$ cat config.mk
export PLATFORM = sky130hd
export DESIGN_NAME = uart_tx_fifo
export DESIGN_NICKNAME = d
export VERILOG_FILES = /design/src/rtl/uart_tx_fifo.sv
export SDC_FILE = /design/constraint.sdc
export NUM_CORES = 1
export LEC_CHECK = 0
export CORE_ASPECT_RATIO = 0.8
export CORE_UTILIZATION = 32
export DETAILED_ROUTE_END_ITERATION = 10
export SLEW_MARGIN = 20
export SYNTH_ARGS = -nofsm -noshare
export SYNTH_HDL_FRONTEND = slang
export SYNTH_SLANG_ARGS = --single-unit
$ cat constraint.sdc
create_clock -name clk -period 7.7 [get_ports clk]
set_input_delay 1.925 -clock clk [delete_from_list [all_inputs] [get_ports clk]]
set_output_delay 1.925 -clock clk [all_outputs]
set_load 0.02 [all_outputs]
$ cat src/rtl/uart_tx_fifo.sv
// Buffered 8N1 UART transmitter: a byte FIFO in front of a start/data/stop serialiser.
// Frames go out back to back while the FIFO holds data; writes into a full FIFO are dropped.
module uart_tx_fifo #(
  parameter int unsigned CLK_FREQ   = 100_000_000,
  parameter int unsigned BAUD       = 9600,
  parameter int unsigned FIFO_DEPTH = 16,
  localparam int unsigned AW        = $clog2(FIFO_DEPTH)
) (
  input  logic          clk,
  input  logic          reset,
  input  logic [7:0]    send_data,
  input  logic          en_send,
  output logic          RsTx,
  output logic          tx_busy,
  output logic          full,
  output logic          empty,
  output logic [AW:0]   count,
  output logic          overflow
);

  localparam int unsigned ClksPerBit = CLK_FREQ / BAUD;
  localparam int unsigned TW         = (ClksPerBit > 1) ? $clog2(ClksPerBit) : 1;

  typedef enum logic [1:0] {StIdle, StStart, StData, StStop} state_e;

  state_e          state_q, state_d;
  logic [TW-1:0]   timer_q, timer_d;
  logic [2:0]      bit_idx_q, bit_idx_d;
  logic [7:0]      shift_q, shift_d;
  logic            rstx_q, rstx_d;
  logic [AW-1:0]   wr_ptr_q, rd_ptr_q;
  logic [AW:0]     count_q;
  logic            overflow_q;
  logic [7:0]      mem [FIFO_DEPTH];

  logic            wr_en;
  logic            pop;
  logic            bit_end;

  assign full     = (count_q == (AW+1)'(FIFO_DEPTH));
  assign empty    = (count_q == '0);
  assign count    = count_q;
  assign overflow = overflow_q;
  assign RsTx     = rstx_q;
  assign tx_busy  = (state_q != StIdle) || !empty;

  // A full FIFO rejects writes even when the FSM pops in the same cycle.
  assign wr_en   = en_send && !full;
  assign bit_end = (timer_q == TW'(ClksPerBit - 1));

  // FIFO storage; not reset, the pointers define what is valid.
  always_ff @(posedge clk) begin
    if (wr_en) mem[wr_ptr_q] <= send_data;
  end

  // State register, FIFO pointers/count and registered line output.
  always_ff @(posedge clk) begin
    if (reset) begin
      state_q    <= StIdle;
      timer_q    <= '0;
      bit_idx_q  <= '0;
      shift_q    <= '0;
      rstx_q     <= 1'b1;
      wr_ptr_q   <= '0;
      rd_ptr_q   <= '0;
      count_q    <= '0;
      overflow_q <= 1'b0;
    end else begin
      state_q    <= state_d;
      timer_q    <= timer_d;
      bit_idx_q  <= bit_idx_d;
      shift_q    <= shift_d;
      rstx_q     <= rstx_d;
      overflow_q <= en_send && full;
      if (wr_en) wr_ptr_q <= wr_ptr_q + AW'(1);
      if (pop)   rd_ptr_q <= rd_ptr_q + AW'(1);
      count_q    <= count_q + (AW+1)'(wr_en) - (AW+1)'(pop);
    end
  end

  // Next-state logic: bit timing, shifting and FIFO pops at frame boundaries.
  always_comb begin
    state_d   = state_q;
    timer_d   = timer_q;
    bit_idx_d = bit_idx_q;
    shift_d   = shift_q;
    pop       = 1'b0;
    unique case (state_q)
      StIdle: begin
        if (!empty) begin
          pop     = 1'b1;
          shift_d = mem[rd_ptr_q];
          timer_d = '0;
          state_d = StStart;
        end
      end
      StStart: begin
        if (bit_end) begin
          timer_d   = '0;
          bit_idx_d = '0;
          state_d   = StData;
        end else begin
          timer_d = timer_q + TW'(1);
        end
      end
      StData: begin
        if (bit_end) begin
          timer_d = '0;
          shift_d = shift_q >> 1;
          if (bit_idx_q == 3'd7) state_d = StStop;
          else bit_idx_d = bit_idx_q + 3'd1;
        end else begin
          timer_d = timer_q + TW'(1);
        end
      end
      StStop: begin
        if (bit_end) begin
          timer_d = '0;
          if (!empty) begin
            // Chain straight into the next frame with no idle gap.
            pop     = 1'b1;
            shift_d = mem[rd_ptr_q];
            state_d = StStart;
          end else begin
            state_d = StIdle;
          end
        end else begin
          timer_d = timer_q + TW'(1);
        end
      end
      default: state_d = StIdle;
    endcase
  end

  // Line level for the upcoming state so RsTx changes on the same edge as the state.
  always_comb begin
    rstx_d = 1'b1;
    unique case (state_d)
      StIdle:  rstx_d = 1'b1;
      StStart: rstx_d = 1'b0;
      StData:  rstx_d = shift_d[0];
      StStop:  rstx_d = 1'b1;
      default: rstx_d = 1'b1;
    endcase
  end

endmodule

=== Word-level counts from Yosys, hierarchy flattened ===
Memories as Yosys holds them, arrays and structs flattened. A register that Yosys moved wholly into a read port is not among the register bits.
Cells that the tools add are included.

* Add/sub/neg operators: 6
* Multipliers: 0
* Divide/modulo/power cells: 0
* Magnitude comparators: 0
* Equality and inequality tests: 14
* Shift-type cells: 0
* Multiplexer cells: 26
* Bitwise logic cells: 0
* Reduce and logical (&&, ||, !) cells: 15

{| class="wikitable"
|+ Operators with widths
! kind !! count
|-
| 14-bit two-way mux || 2
|-
| 14-bit one-hot mux with 2 select lines || 1
|-
| 8-bit two-way mux || 3
|-
| 8-bit one-hot mux with 3 select lines || 1
|-
| 14-bit by 1-bit adder with 14-bit output (second input constant) || 1
|-
| 14-bit equality test (second input constant) || 1
|-
| 2-bit two-way mux || 5
|-
| 2-bit inequality test (second input constant) || 5
|-
| 3-bit two-way mux || 3
|-
| 4-bit by 1-bit adder with 4-bit output (second input constant) || 2
|-
| 2-bit equality test (second input constant) || 4
|-
| 4-bit two-way mux || 2
|-
| 2-bit one-hot mux with 4 select lines || 1
|-
| 3-bit one-hot mux with 2 select lines || 1
|-
| 5-bit by 1-bit adder with 5-bit output || 1
|-
| 5-bit equality test (second input constant) || 1
|-
| 5-bit zero test || 1
|-
| 1-bit two-way mux || 5
|-
| 5-bit by 1-bit subtractor with 5-bit output || 1
|-
| 2-bit by 1-bit equality test with 1-bit output (second input constant) || 2
|-
| 2-bit zero test || 2
|-
| 4-bit AND reduction || 1
|-
| 2-bit nonzero test || 2
|-
| 3-bit by 1-bit adder with 3-bit output (second input constant) || 1
|-
| 10 further kinds || 12
|}

* Bits in registers: 42
* Latch bits: 0
* Bits in writable memories: 128
* ROM bits: 0
* Bits of input ports: 11
* Output and inout port bits: 10
* Word-level logic and storage cells: 72
* Memories kept: 1

{| class="wikitable"
|+ Memories
! memory !! depth !! width !! read ports !! clocked after Yosys merged registers in !! wr ports !! RTL line !! source
|-
| mem || 16 || 8 || 1 || 1 || 1 || 34 || <nowiki>logic [7:0] mem [FIFO_DEPTH];</nowiki>
|}

=== Longest topological paths before layout ===
Gate-level depths: netlist of the first run.

* Word-level depth: 7
* Mapped depth: 17
* Depth with buffers taken out: 15

=== Worst setup path after synthesis of the first run ===
No wires, ideal clock.

* Kind: input -> register
* Start: input en_send
* End: register count_q[4], in the netlist count[4]
* Setup time: 0.132 ns
* Arrival: 3.621 ns
* Slack: 3.947 ns
* Cell stages on the path: 12
* Buffers on the path: 1
* Cells stage by stage: nor2b_1 -> clkbuf_1 -> or3_1 -> nand2_1 -> ha_1 -> inv_1 -> fa_1 -> inv_1 -> a21oi_1 -> nor2_1 -> or3_1 -> a21oi_1

* Longest elaborated chain between the ends: 3

{| class="wikitable"
|+ RTL lines
! element !! RTL line !! source
|-
| start, declared || 12 || <nowiki>input logic en_send,</nowiki>
|-
| 1-bit logical AND || 48 || <nowiki>assign wr_en = en_send && !full;</nowiki>
|-
| 5-bit by 1-bit adder with 5-bit output || 77 || <nowiki>count_q <= count_q + (AW+1)'(wr_en) - (AW+1)'(pop);</nowiki>
|-
| 5-bit by 1-bit subtractor with 5-bit output || 77 ||
|-
| end signal, assigned || 77 ||
|-
| end, declared || 32 || <nowiki>logic [AW:0] count_q;</nowiki>
|}

No other way between the ends.
A chain may end at the register's enable or synchronous reset.

=== Final worst setup path of the first run ===
* Start: register count_q[2], in the netlist count[2]
* End: output tx_busy

* Longest elaborated chain between the ends: 3

{| class="wikitable"
|+ RTL lines
! element !! RTL line !! source
|-
| 5-bit zero test || 41 || <nowiki>assign empty = (count_q == '0);</nowiki>
|-
| 1-bit zero test || n/a ||
|-
| 1-bit logical OR || 45 || <nowiki>assign tx_busy = (state_q != StIdle) || !empty;</nowiki>
|-
| end, declared || 14 || <nowiki>output logic tx_busy,</nowiki>
|}

No other way between the ends.

==> results of run 1 <==
flip-flops by register name (all words and copies together), names as in the netlist, named ones only:
signal and count:
RsTx 1, overflow 1, timer_q 14, mem 128, rd_ptr_q 4, bit_idx_q 3, wr_ptr_q 4, shift_q 8
count 5, state_q 2
kinds of logic after synthesis:
| kind of cell | share of synthesized area (%) |
|---|---|
| muxes | 13.0 |
| DFF | 63.1 |
| buffers and inverters | 2.45 |
| AOI/OAI and AO/OA | 7.82 |
| and+or+nand+nor | 9.20 |
| xor gates and xnor gates | 0.696 |
| adders and majority gates | 3.74 |
metal layers:
layer | global-route usage (%) | vias to the layer above | share of wire (%)
met3 | 3.25 | 14 | 4.5
met5 | 0 | - | 0
met4 | 4.20 | 0 | 1.1
li1 | - | 2072 | -
met2 | 21.8 | 117 | 48
met1 | 19.0 | 2181 | 47
power breakdown:
part	switching, mW	internal (mW)
clock	0.423	0.441
combinational	0.397	0.308
sequential	0.0468	1.07
cell type report:
type	count	area [sq um]	area share, %
Sequential cell	174	4770	54.9
Tap cell	306	383	4.41
Clock inverter	15	181	2.09
Inverter	18	67.6	0.778
Timing Repair Buffer	23	223	2.56
Multi-Input combinational cell	308	2640	30.4
Clock buffer	17	425	4.90
stage by stage:
| stage | std cells | hold WS, ps | power (mW) | worst slack [ps] |
|---|---|---|---|---|
| floorplan | 527 | 453 | 1.63 | 3950 |
| global placement | 829 | 470 | 1.82 | 3200 |
| detailed placement | 829 | 491 | 1.84 | 3130 |
| CTS | 861 | 502 | 2.71 | 2800 |
| global route | 861 | 511 | 2.83 | 2670 |
| finish | 861 | 500 | 2.69 | 2830 |
worst max-delay path by stage:
stage	from	endpoint	slack, ps	depth (start not counted)
after global placement	en_send	mem[3][0]	3200	4
after global routing	count[2]	tx_busy	2670	6
after floorplan	en_send	count[4]	3950	12
final	count[2]	tx_busy	2830	6
after CTS	count[3]	tx_busy	2800	6
after detailed placement	en_send	mem[1][7]	3130	4
critical path: stages (launching register included):
cell,delay (ps)
dfxtp_1,330
inv_1,100
ha_1,190
or4b_1,630
nor2_1,460
inv_2,200
clkdlybuf4s50_1,590
cells in the final DEF, fill, tap and decap left out, types with 3 or more instances in the layout:
master and instances:
nor2_1 48, edfxtp_1 128, a22oi_1 11, dfxtp_1 45, mux2i_1 17, xor2_1 4
buf_4 3, ha_1 21, a21o_1 4, or4b_1 3, mux4_2 32, nand3_1 5
inv_1 17, a311oi_1 4, a211oi_1 3, and2_1 3, nand3b_1 3, o31ai_1 3
nand2_1 27, o21ai_0 8, nand2b_1 5, inv_8 6, clkdlybuf4s50_1 20, nor3_1 4
o211ai_1 8, clkinv_8 5, or4_1 4, nor3_2 4, or3_1 11, a21oi_1 21
a31oi_1 3, nor4_1 4, clkbuf_16 17, o21ai_1 12, mux2_2 7
==> impl_summary.log, run 1 <==
[metrics] number of diodes added for antenna fixing: 0
[metrics] root buffer selected by CTS: clkbuf_16
[metrics] half-perimeter wire length after detailed placement: 10300 microns
[metrics] maximum number of buffers from clock root to sink: 2
[metrics] Chip Height: 139 microns
[metrics] worst endpoint required time: 5780 ps
[metrics] largest vdd supply drop: 0.151 mV
[metrics] count of standard-cell rows: 49
[metrics] Num CTS Buffers: 17
[metrics] I/O Pins: 21
[metrics] worst reg2reg path startpoint: timer_q[0]
[metrics] Worst Hold End: shift_q[7]
[metrics] number of levels the H-tree was split into: 4
[metrics] ranking of synthesized cells by area: edfxtp_1 (51%), dfxtp_1 (12%), mux4_2 (9.5%)
[metrics] violation count after the first detailed-route iteration: 311
[metrics] mean routed wirelength per cell: 18.4 microns
[metrics] count of mapped cells out of synthesis: 527
[metrics] Fillers: 2094
[metrics] Hold Buf Count CTS: 0
[metrics] initial antenna violation count: 0
[metrics] clock tree skew after final layout: 12.8 ps
[metrics] clk_lat worst skew: 440 ps
[metrics] # Max-Cap Violations: 0
[metrics] endpoint of the worst register-to-register path: count[4]
[metrics] Warnings, synthesis: 0
[metrics] most common flop cell mapped by yosys: edfxtp_1
[metrics] status: completed
[metrics] Fin Setup TNS: 0 ps
[metrics] pin count of the biggest net entering global routing: 44
[metrics] final core occ: 38.1%
[metrics] number of enable flip-flop cells after synthesis: 128
[metrics] global-route wire length before repair: 25400 microns
[metrics] CORE AREA: 22800 sq um
[metrics] area of the mapped netlist: 7550 sq um
[metrics] count of cells along the worst hold path: 2
[metrics] number of endpoints failing setup at the final stage: 0
[metrics] leading cell type by number of instances after synthesis: edfxtp_1
[metrics] overall overflow remaining after global route: 0
[metrics] post-layout net count: 575
[metrics] Critical Path Start Type: flop
[metrics] Tcrit/Tclk final: 63.3%
[metrics] unrepaired setup endpoints after global routing: false
[metrics] launch instance of the worst min-delay path: shift_q[7]
[metrics] sequential-to-total area share from yosys stat: 63.1%
[metrics] minimum clock period: 4870 ps
[metrics] hold violation total from the final report: 0
[metrics] CTS clk-pin slew, worst paths: 80 ps
[metrics] Post-Syn Nets: 560
[metrics] instance area after placement: 8050 sq um
[metrics] global routing usage summed across all routing layers: 13.8%
[metrics] RD Place Congestion: 0.778
[metrics] reg2reg setup slack: 3970 ps
[metrics] library cell with the largest summed area after synthesis: edfxtp_1
[metrics] Max Clock Freq: 0.205 GHz
[metrics] CTS resizes: 0
[metrics] Worst Hold Class: reg -> reg
[metrics] Cell Pwr Density: 309 nW/um^2
[metrics] Area growth syn-to-layout: 15.0%
[metrics] setup fix buffers added after clock tree synthesis: 0
[metrics] Final Max Tran Viols: 0
[metrics] CP Data Arrival Time: 2950 ps
[metrics] slew at the pin closest to its max-slew limit: 1060 ps
[metrics] DRT antenna net count: 0
[metrics] Die W: 174 microns
[metrics] per-instance average area after synthesis: 14.3 sq um
[metrics] initial cell density of the core: 33.1%
[metrics] flops & latches, synth: 174
[metrics] number of optimization iterations in the first detailed-route pass: 5
[metrics] most instantiated cells after synthesis: edfxtp_1 (128), nor2_1 (48), dfxtp_1 (46)
[metrics] CTS tree: yes
[metrics] clk sink count: 174
[metrics] maximum fanout count along the critical path: 10
[metrics] depth of the worst register-to-register path: 14
[metrics] number of distinct library cell variants in the gate-level netlist after synthesis: 57
[metrics] ratio of cells with drive above 1 in the final layout: 15.5%
[metrics] classification of the worst setup path: reg -> out
[metrics] headroom to the max-slew limit: 29.5%
[metrics] final standard cell area without fillers: 8690 sq um
[metrics] crit path capture type: output port
[metrics] Yosys top cell area share: 50.9%
[metrics] via count: 4384
[metrics] via count of the first global-routing pass: 4502
[metrics] die area: 24200 sq um
[metrics] post-detailed-routing wire length: 15800 microns
[metrics] share of flip-flops with an asynchronous set or reset: 0%
[metrics] via-per-instance ratio: 5.09
[metrics] DRC violations left: 0
[metrics] Port-buffer cells: 20
[metrics] static leakage: 2.74 nW
No activity file was read; power rests on OpenSTA's default activity.
==> inputs of run 2 (changes only) <==
==> constraint.sdc (replaced) <==
create_clock -name clk -period 4.4 [get_ports clk]
set_input_delay 1.1 -clock clk [delete_from_list [all_inputs] [get_ports clk]]
set_output_delay 1.1 -clock clk [all_outputs]
set_load 0.02 [all_outputs]
==> impl_summary.log, run 2 (synthesis gave the netlist of run 1 again) <==
[metrics] Critical Path Start Type: flop
[metrics] post-layout net count: 584 (+1.6%)
[metrics] CTS resizes: 0 (unchanged)
[metrics] commonest non-fill, non-tap cells in the layout: edfxtp_1 (128), nor2_1 (48), dfxtp_1 (45)
[metrics] clock tree skew after final layout: 17.4 ps (+4.57 ps)
[metrics] most common cell after layout, fill and taps aside: edfxtp_1
[metrics] Die W: 174 microns (unchanged)
[metrics] unrepaired setup endpoints after global routing: false
[metrics] initial antenna violation count: 0 (unchanged)
[metrics] DRT antenna net count: 0 (unchanged)
[metrics] share of total power consumed by net switching: 31.8% (-0.44 points)
[metrics] static leakage: 2.78 nW (+1.3%)
[metrics] die area: 24200 sq um (unchanged)
[metrics] global routing usage summed across all routing layers: 13.7% (-0.14 points)
[metrics] number of optimization iterations in the first detailed-route pass: 6 (+1)
[metrics] slew at the pin closest to its max-slew limit: 1160 ps (+103 ps)
[metrics] register with the most flip-flops: mem
[metrics] clk sink count: 174 (unchanged)
[metrics] global-route wire length before repair: 25300 microns (-0.19%)
[metrics] root buffer selected by CTS: clkbuf_16
[metrics] Hold Buf Count CTS: 0 (unchanged)
[metrics] violation count after the first detailed-route iteration: 321 (+3.2%)
[metrics] number of diodes added for antenna fixing: 0 (unchanged)
[metrics] Max Clock Freq: 0.249 GHz
[metrics] half-perimeter wire length after detailed placement: 10600 microns (+3.2%)
[metrics] Num CTS Buffers: 17 (unchanged)
[metrics] ratio of cells with drive above 1 in the final layout: 16.1% (+0.64 points)
[metrics] post-detailed-routing wire length: 15500 microns (-1.7%)
[metrics] minimum clock period: 4010 ps
[metrics] cell type group with the largest total delay on the critical path: simple AND/OR/NAND/NOR gates
[metrics] headroom to the max-slew limit: 22.6% (-6.9 points)
[metrics] slowest CP cell: or4b_1
[metrics] slack of the critical path: 392 ps (-2440 ps)
[metrics] number of levels the H-tree was split into: 4 (unchanged)
[metrics] Cell Chain, Critical Path: inv_1, ha_1, or4b_1, nor2_1, inv_2, clkdlybuf4s50_1
[metrics] initial cell density of the core: 33.1% (unchanged)
[metrics] combinational power share: 24.6% (-1.6 points)
[metrics] hold violation total from the final report: 0 (unchanged)
[metrics] sequential group share of total power: 42.8% (+1.2 points)
[metrics] CTS clk-pin slew, worst paths: 70 ps (about the same)
[metrics] worst endpoint required time: 3300 ps (-2480 ps)
[metrics] Chip Height: 139 microns (unchanged)
[metrics] worst path bufs/invs: 3 (unchanged)
[metrics] Final Max Tran Viols: 0 (unchanged)
[metrics] CORE AREA: 22800 sq um (unchanged)
[metrics] status: completed
[metrics] RD Place Congestion: 0.792 (+1.7%)
[metrics] Worst Hold Class: reg -> reg
[metrics] DRC violations left: 0 (unchanged)
[metrics] Port-buffer cells: 20 (unchanged)
[metrics] setup fix buffers added after clock tree synthesis: 0 (unchanged)
[metrics] Min Hold Slack: 496 ps (-4.08 ps)
[metrics] total internal power: 3.20 mW (+76%)
[metrics] CTS tree: yes
[metrics] Area growth syn-to-layout: 16.0%
[metrics] largest vdd supply drop: 0.301 mV (+100%)
[metrics] proportion of power drawn by the clock network: 32.6% (+0.5 points)
[metrics] number of flip-flops in the largest register: 128 (unchanged)
[metrics] maximum fanout count along the critical path: 10 (unchanged)
[metrics] count of standard-cell rows: 49 (unchanged)
[metrics] reg2reg setup slack: 710 ps (-3260 ps)
[metrics] mean routed wirelength per cell: 17.9 microns (-2.7%)
[metrics] # Max-Cap Violations: 0 (unchanged)
[metrics] reported net switching power: 1.49 mW (+72%)
[metrics] CP Data Arrival Time: 2910 ps (-40 ps)
[metrics] biggest registers after layout: mem x128, timer_q x14, shift_q x8
[metrics] Fillers: 2137 (+2.1%)
[metrics] Fin Setup TNS: 0 ps (unchanged)
[metrics] via count: 4442 (+1.3%)
[metrics] critical path's largest stage delay: 600 ps (-30 ps)
[metrics] crit path capture type: output port
[metrics] overall power after layout: 4.70 mW (+75%)
[metrics] overall overflow remaining after global route: 0 (unchanged)
[metrics] clk_lat worst skew: 440 ps (about the same)
[metrics] I/O Pins: 21 (unchanged)
[metrics] number of endpoints failing setup at the final stage: 0 (unchanged)
[metrics] via-per-instance ratio: 5.11 (+0.27%)
[metrics] pin count of the biggest net entering global routing: 23 (-48%)
[metrics] classification of the worst setup path: reg -> out
[metrics] Tcrit/Tclk final: 91.1%
[metrics] via count of the first global-routing pass: 4627 (+2.8%)
[metrics] Cell Pwr Density: 536 nW/um^2 (+73%)
[metrics] maximum number of buffers from clock root to sink: 2 (unchanged)
[metrics] worst slack after detailed placement: 745 ps (-2380 ps)
## run 2: cell count changes in the layout (fill, tap and decap cells not counted), sizes merged
cell and change:
inv -2, clkinv +2, buf +9
## run 2: layout make-up
cell class	instances	area, sq um	area share [%]
clock buffers	17	425	4.86
flip-flops and latches	174	4770	54.4
multi-input cells	308	2620	29.9
inverters	18	67.6	0.772
repair buffers	32	290	3.32
clock inverters	15	204	2.33
well taps	306	383	4.37
## run 2: per-layer routing
metal,share of wire (%),routed length [microns],GRT usage [%]
met1,45,6930,17.4
met2,50,7770,22.9
met3,4.5,701,2.92
met4,0.96,150,5.36
met5,0,0,0
## run 2: worst register-to-register path, cell delays in order, from the launching register on
cell and delay, ps:
dfxtp_1 410, ha_1 240, nand4b_1 280, or4_1 760, a2bb2oi_4 300, or3_1 420
nand2_1 80, ha_1 160, inv_1 60, fa_1 390, inv_1 70, a21oi_1 60
nor2_1 120, or3_1 120, a21oi_1 60
## run 2: power groups by stage
stage,logic [mW],clock network (mW),registers (mW)
floorplan,0.859,0,2.00
global placement,1.12,0,2.04
detailed placement,1.17,0,2.05
CTS,1.17,1.56,2.02
global route,1.28,1.62,2.03
finish,1.16,1.53,2.01
## run 2: stage by stage
| stage | instances | utilization [%] | instance area, sq um |
|---|---|---|---|
| after floorplan | 527 | - | 7550 |
| after global placement | 838 | 35.6 | 8120 |
| after detailed placement | 838 | 35.6 | 8130 |
| after CTS | 870 | 38.4 | 8760 |
| after global routing | 870 | 38.4 | 8760 |
| final | 870 | 38.4 | 8760 |
## run 2: final timing paths
path         startpoint         end  cells past startpoint
min reg2reg  shift_q[7]  shift_q[7]                      2
min          shift_q[7]  shift_q[7]                      2
max reg2reg  timer_q[0]    count[4]                     14
max            count[2]     tx_busy                      6
==> inputs of run 3 (changes only) <==
--- a/config.mk
+++ b/config.mk
@@ -5,9 +5,12 @@
 export SDC_FILE = /design/constraint.sdc
 export NUM_CORES = 1
 export LEC_CHECK = 0
+export CAP_MARGIN = 30
 export CORE_ASPECT_RATIO = 0.8
 export CORE_UTILIZATION = 32
 export DETAILED_ROUTE_END_ITERATION = 10
+export HOLD_SLACK_MARGIN = 0.08
+export SKIP_LAST_GASP = 1
 export SLEW_MARGIN = 20
 export SYNTH_ARGS = -nofsm -noshare
 export SYNTH_HDL_FRONTEND = slang
==> impl_summary.log, run 3 (synthesis gave the netlist of run 1 again) <==
[metrics] largest vdd supply drop: 0.320 mV (+6.4%)
[metrics] count of cells along the worst hold path: 2 (unchanged)
[metrics] most common cell after layout, fill and taps aside: edfxtp_1
[metrics] half-perimeter wire length after detailed placement: 10700 microns (+0.78%)
[metrics] reported net switching power: 1.51 mW (+1.2%)
[metrics] global-route layer with the greatest usage: met2
[metrics] Final Max Tran Viols: 0 (unchanged)
[metrics] Cell Chain, Critical Path: inv_1, ha_1, or4b_1, nor2_1, inv_2, clkdlybuf4s50_1
[metrics] via-per-instance ratio: 5.11 (+0.17%)
[metrics] post-layout net count: 588 (+0.68%)
[metrics] CTS tree: yes
[metrics] slowest CP cell: or4b_1
[metrics] I/O Pins: 21 (unchanged)
[metrics] grt met2 use: 22.7% (-0.13 points)
[metrics] Tcrit/Tclk final: 91.7% (+0.57 points)
[metrics] Area growth syn-to-layout: 16.5%
[metrics] Num CTS Buffers: 17 (unchanged)
[metrics] Cell Pwr Density: 537 nW/um^2 (about the same)
[metrics] Worst Hold Class: reg -> reg
[metrics] number of optimization iterations in the first detailed-route pass: 5 (-1)
[metrics] hold violation total from the final report: 0 (unchanged)
[metrics] CTS clk-pin slew, worst paths: 70 ps (about the same)
[metrics] via count of the first global-routing pass: 4615 (-0.26%)
[metrics] proportion of power drawn by the clock network: 32.7% (about the same)
[metrics] Fin Setup TNS: 0 ps (unchanged)
[metrics] clk sink count: 174 (unchanged)
[metrics] commonest non-fill, non-tap cells in the layout: edfxtp_1 (128), nor2_1 (48), dfxtp_1 (45)
[metrics] violation count after the first detailed-route iteration: 270 (-16%)
[metrics] unrepaired setup endpoints after global routing: false
[metrics] clock tree skew after final layout: 13.1 ps (-4.27 ps)
[metrics] CORE AREA: 22800 sq um (unchanged)
[metrics] overall overflow remaining after global route: 0 (unchanged)
[metrics] number of endpoints failing setup at the final stage: 0 (unchanged)
[metrics] maximum number of buffers from clock root to sink: 2 (unchanged)
[metrics] worst endpoint required time: 3300 ps (about the same)
[metrics] overall power after layout: 4.72 mW (+0.46%)
[metrics] # Max-Cap Violations: 0 (unchanged)
[metrics] pin count of the biggest net entering global routing: 23 (unchanged)
[metrics] slew at the pin closest to its max-slew limit: 950 ps (-209 ps)
[metrics] Die W: 174 microns (unchanged)
[metrics] global routing usage summed across all routing layers: 13.5% (-0.16 points)
[metrics] count of standard-cell rows: 49 (unchanged)
[metrics] launch instance of the worst min-delay path: shift_q[7]
[metrics] classification of the worst setup path: reg -> out
[metrics] CP Data Arrival Time: 2930 ps (+20 ps)
[metrics] initial antenna violation count: 0 (unchanged)
[metrics] initial cell density of the core: 33.1% (unchanged)
[metrics] critical path's largest stage delay: 610 ps (about the same)
[metrics] final core occ: 38.6% (+0.17 points)
[metrics] worst reg2reg path startpoint: timer_q[8]
[metrics] ratio of cells with drive above 1 in the final layout: 16.7% (+0.59 points)
[metrics] die area: 24200 sq um (unchanged)
[metrics] status: completed
[metrics] headroom to the max-slew limit: 36.4% (+14 points)
[metrics] CTS resizes: 0 (unchanged)
[metrics] number of diodes added for antenna fixing: 0 (unchanged)
[metrics] number of levels the H-tree was split into: 4 (unchanged)
[metrics] depth of the worst register-to-register path: 13 (-1)
[metrics] crit path capture type: output port
[metrics] DRC violations left: 0 (unchanged)
[metrics] mean routed wirelength per cell: 17.9 microns (+0.23%)
[metrics] Hold Buf Count CTS: 0 (unchanged)
[metrics] RD Place Congestion: 0.792 (unchanged)
[metrics] Critical Path Start Type: flop
[metrics] cell type group with the largest total delay on the critical path: simple AND/OR/NAND/NOR gates
[metrics] worst path bufs/invs: 3 (unchanged)
[metrics] Max Clock Freq: 0.248 GHz (-0.62%)
[metrics] met1 GRT Util: 17.4% (about the same)
[metrics] maximum fanout count along the critical path: 10 (unchanged)
[metrics] DRT antenna net count: 0 (unchanged)
[metrics] biggest registers after layout: mem x128, timer_q x14, shift_q x8
[metrics] register with the most flip-flops: mem
[metrics] global-route wire length before repair: 25100 microns (-0.85%)
[metrics] post-detailed-routing wire length: 15700 microns (+0.69%)
[metrics] total internal power: 3.21 mW (+0.10%)
[metrics] Chip Height: 139 microns (unchanged)
[metrics] static leakage: 2.81 nW (+1.0%)
[metrics] met3 track demand over resource in global routing: 2.76% (-0.16 points)
[metrics] Worst Hold End: shift_q[7]
[metrics] sequential group share of total power: 42.7% (about the same)
[metrics] setup fix buffers added after clock tree synthesis: 0 (unchanged)
[metrics] Port-buffer cells: 20 (unchanged)
[metrics] reg2reg setup slack: 680 ps (-30 ps)
[metrics] number of flip-flops in the largest register: 128 (unchanged)
[metrics] via count: 4470 (+0.63%)
[metrics] minimum clock period: 4030 ps (+25.0 ps)
[metrics] share of total power consumed by net switching: 32.0% (+0.24 points)
[metrics] combinational power share: 24.6% (about the same)
[metrics] root buffer selected by CTS: clkbuf_16
[metrics] endpoint of the worst register-to-register path: count[4]
[metrics] clk_lat worst skew: 440 ps (about the same)
[run 3: area by class of cell]
class	count	area [sq um]
clock buffers	17	425
clock inverters	15	205
fillers	2128	14000
inverters	18	67.6
multi-input cells	308	2620
flip-flops and latches	174	4770
well taps	306	383
repair buffers	36	328
[run 3: through the flow]
step                      std cells  worst slack [ps]  hold WS (ps)  area [sq um]
after floorplan                 527               973           453          7550
after global routing            874               188           538          8790
after detailed placement        839               727           489          8140
final                           874               367           497          8790
after CTS                       871               345           504          8770
after global placement          838               846           476          8120
[run 3: worst register-to-register path: stages, from the launching register on]
cell       delay [ps]
dfxtp_1           380
or4b_4            570
or4_1             730
a2bb2oi_4         300
or3_1             430
nand2_1            80
ha_1              160
inv_1              60
fa_1              390
inv_1              70
a21oi_1            60
nor2_1            130
or3_1             130
a21oi_1            60
[run 3: metal layers]
layer | vias up | part of all wire [%]
li1 | 2099 | -
met1 | 2280 | 45
met2 | 77 | 49
met3 | 14 | 4.0
met4 | 0 | 1.2
met5 | - | 0
[run 3: worst max-delay path by stage]
stage	from	to	slack, ps	cells past startpoint
after detailed placement	timer_q[0]	count[4]	730	14
after CTS	count[2]	tx_busy	350	6
final	count[2]	tx_busy	370	6
after global placement	timer_q[8]	count[4]	850	13
after floorplan	timer_q[10]	count[4]	970	16
after global routing	count[3]	tx_busy	190	6
[run 3: power groups by stage]
stage	clock network, mW	logic (mW)	registers, mW
floorplan	0	0.859	2.00
global placement	0	1.12	2.04
detailed placement	0	1.17	2.05
CTS	1.57	1.18	2.02
global route	1.64	1.28	2.03
finish	1.54	1.16	2.01
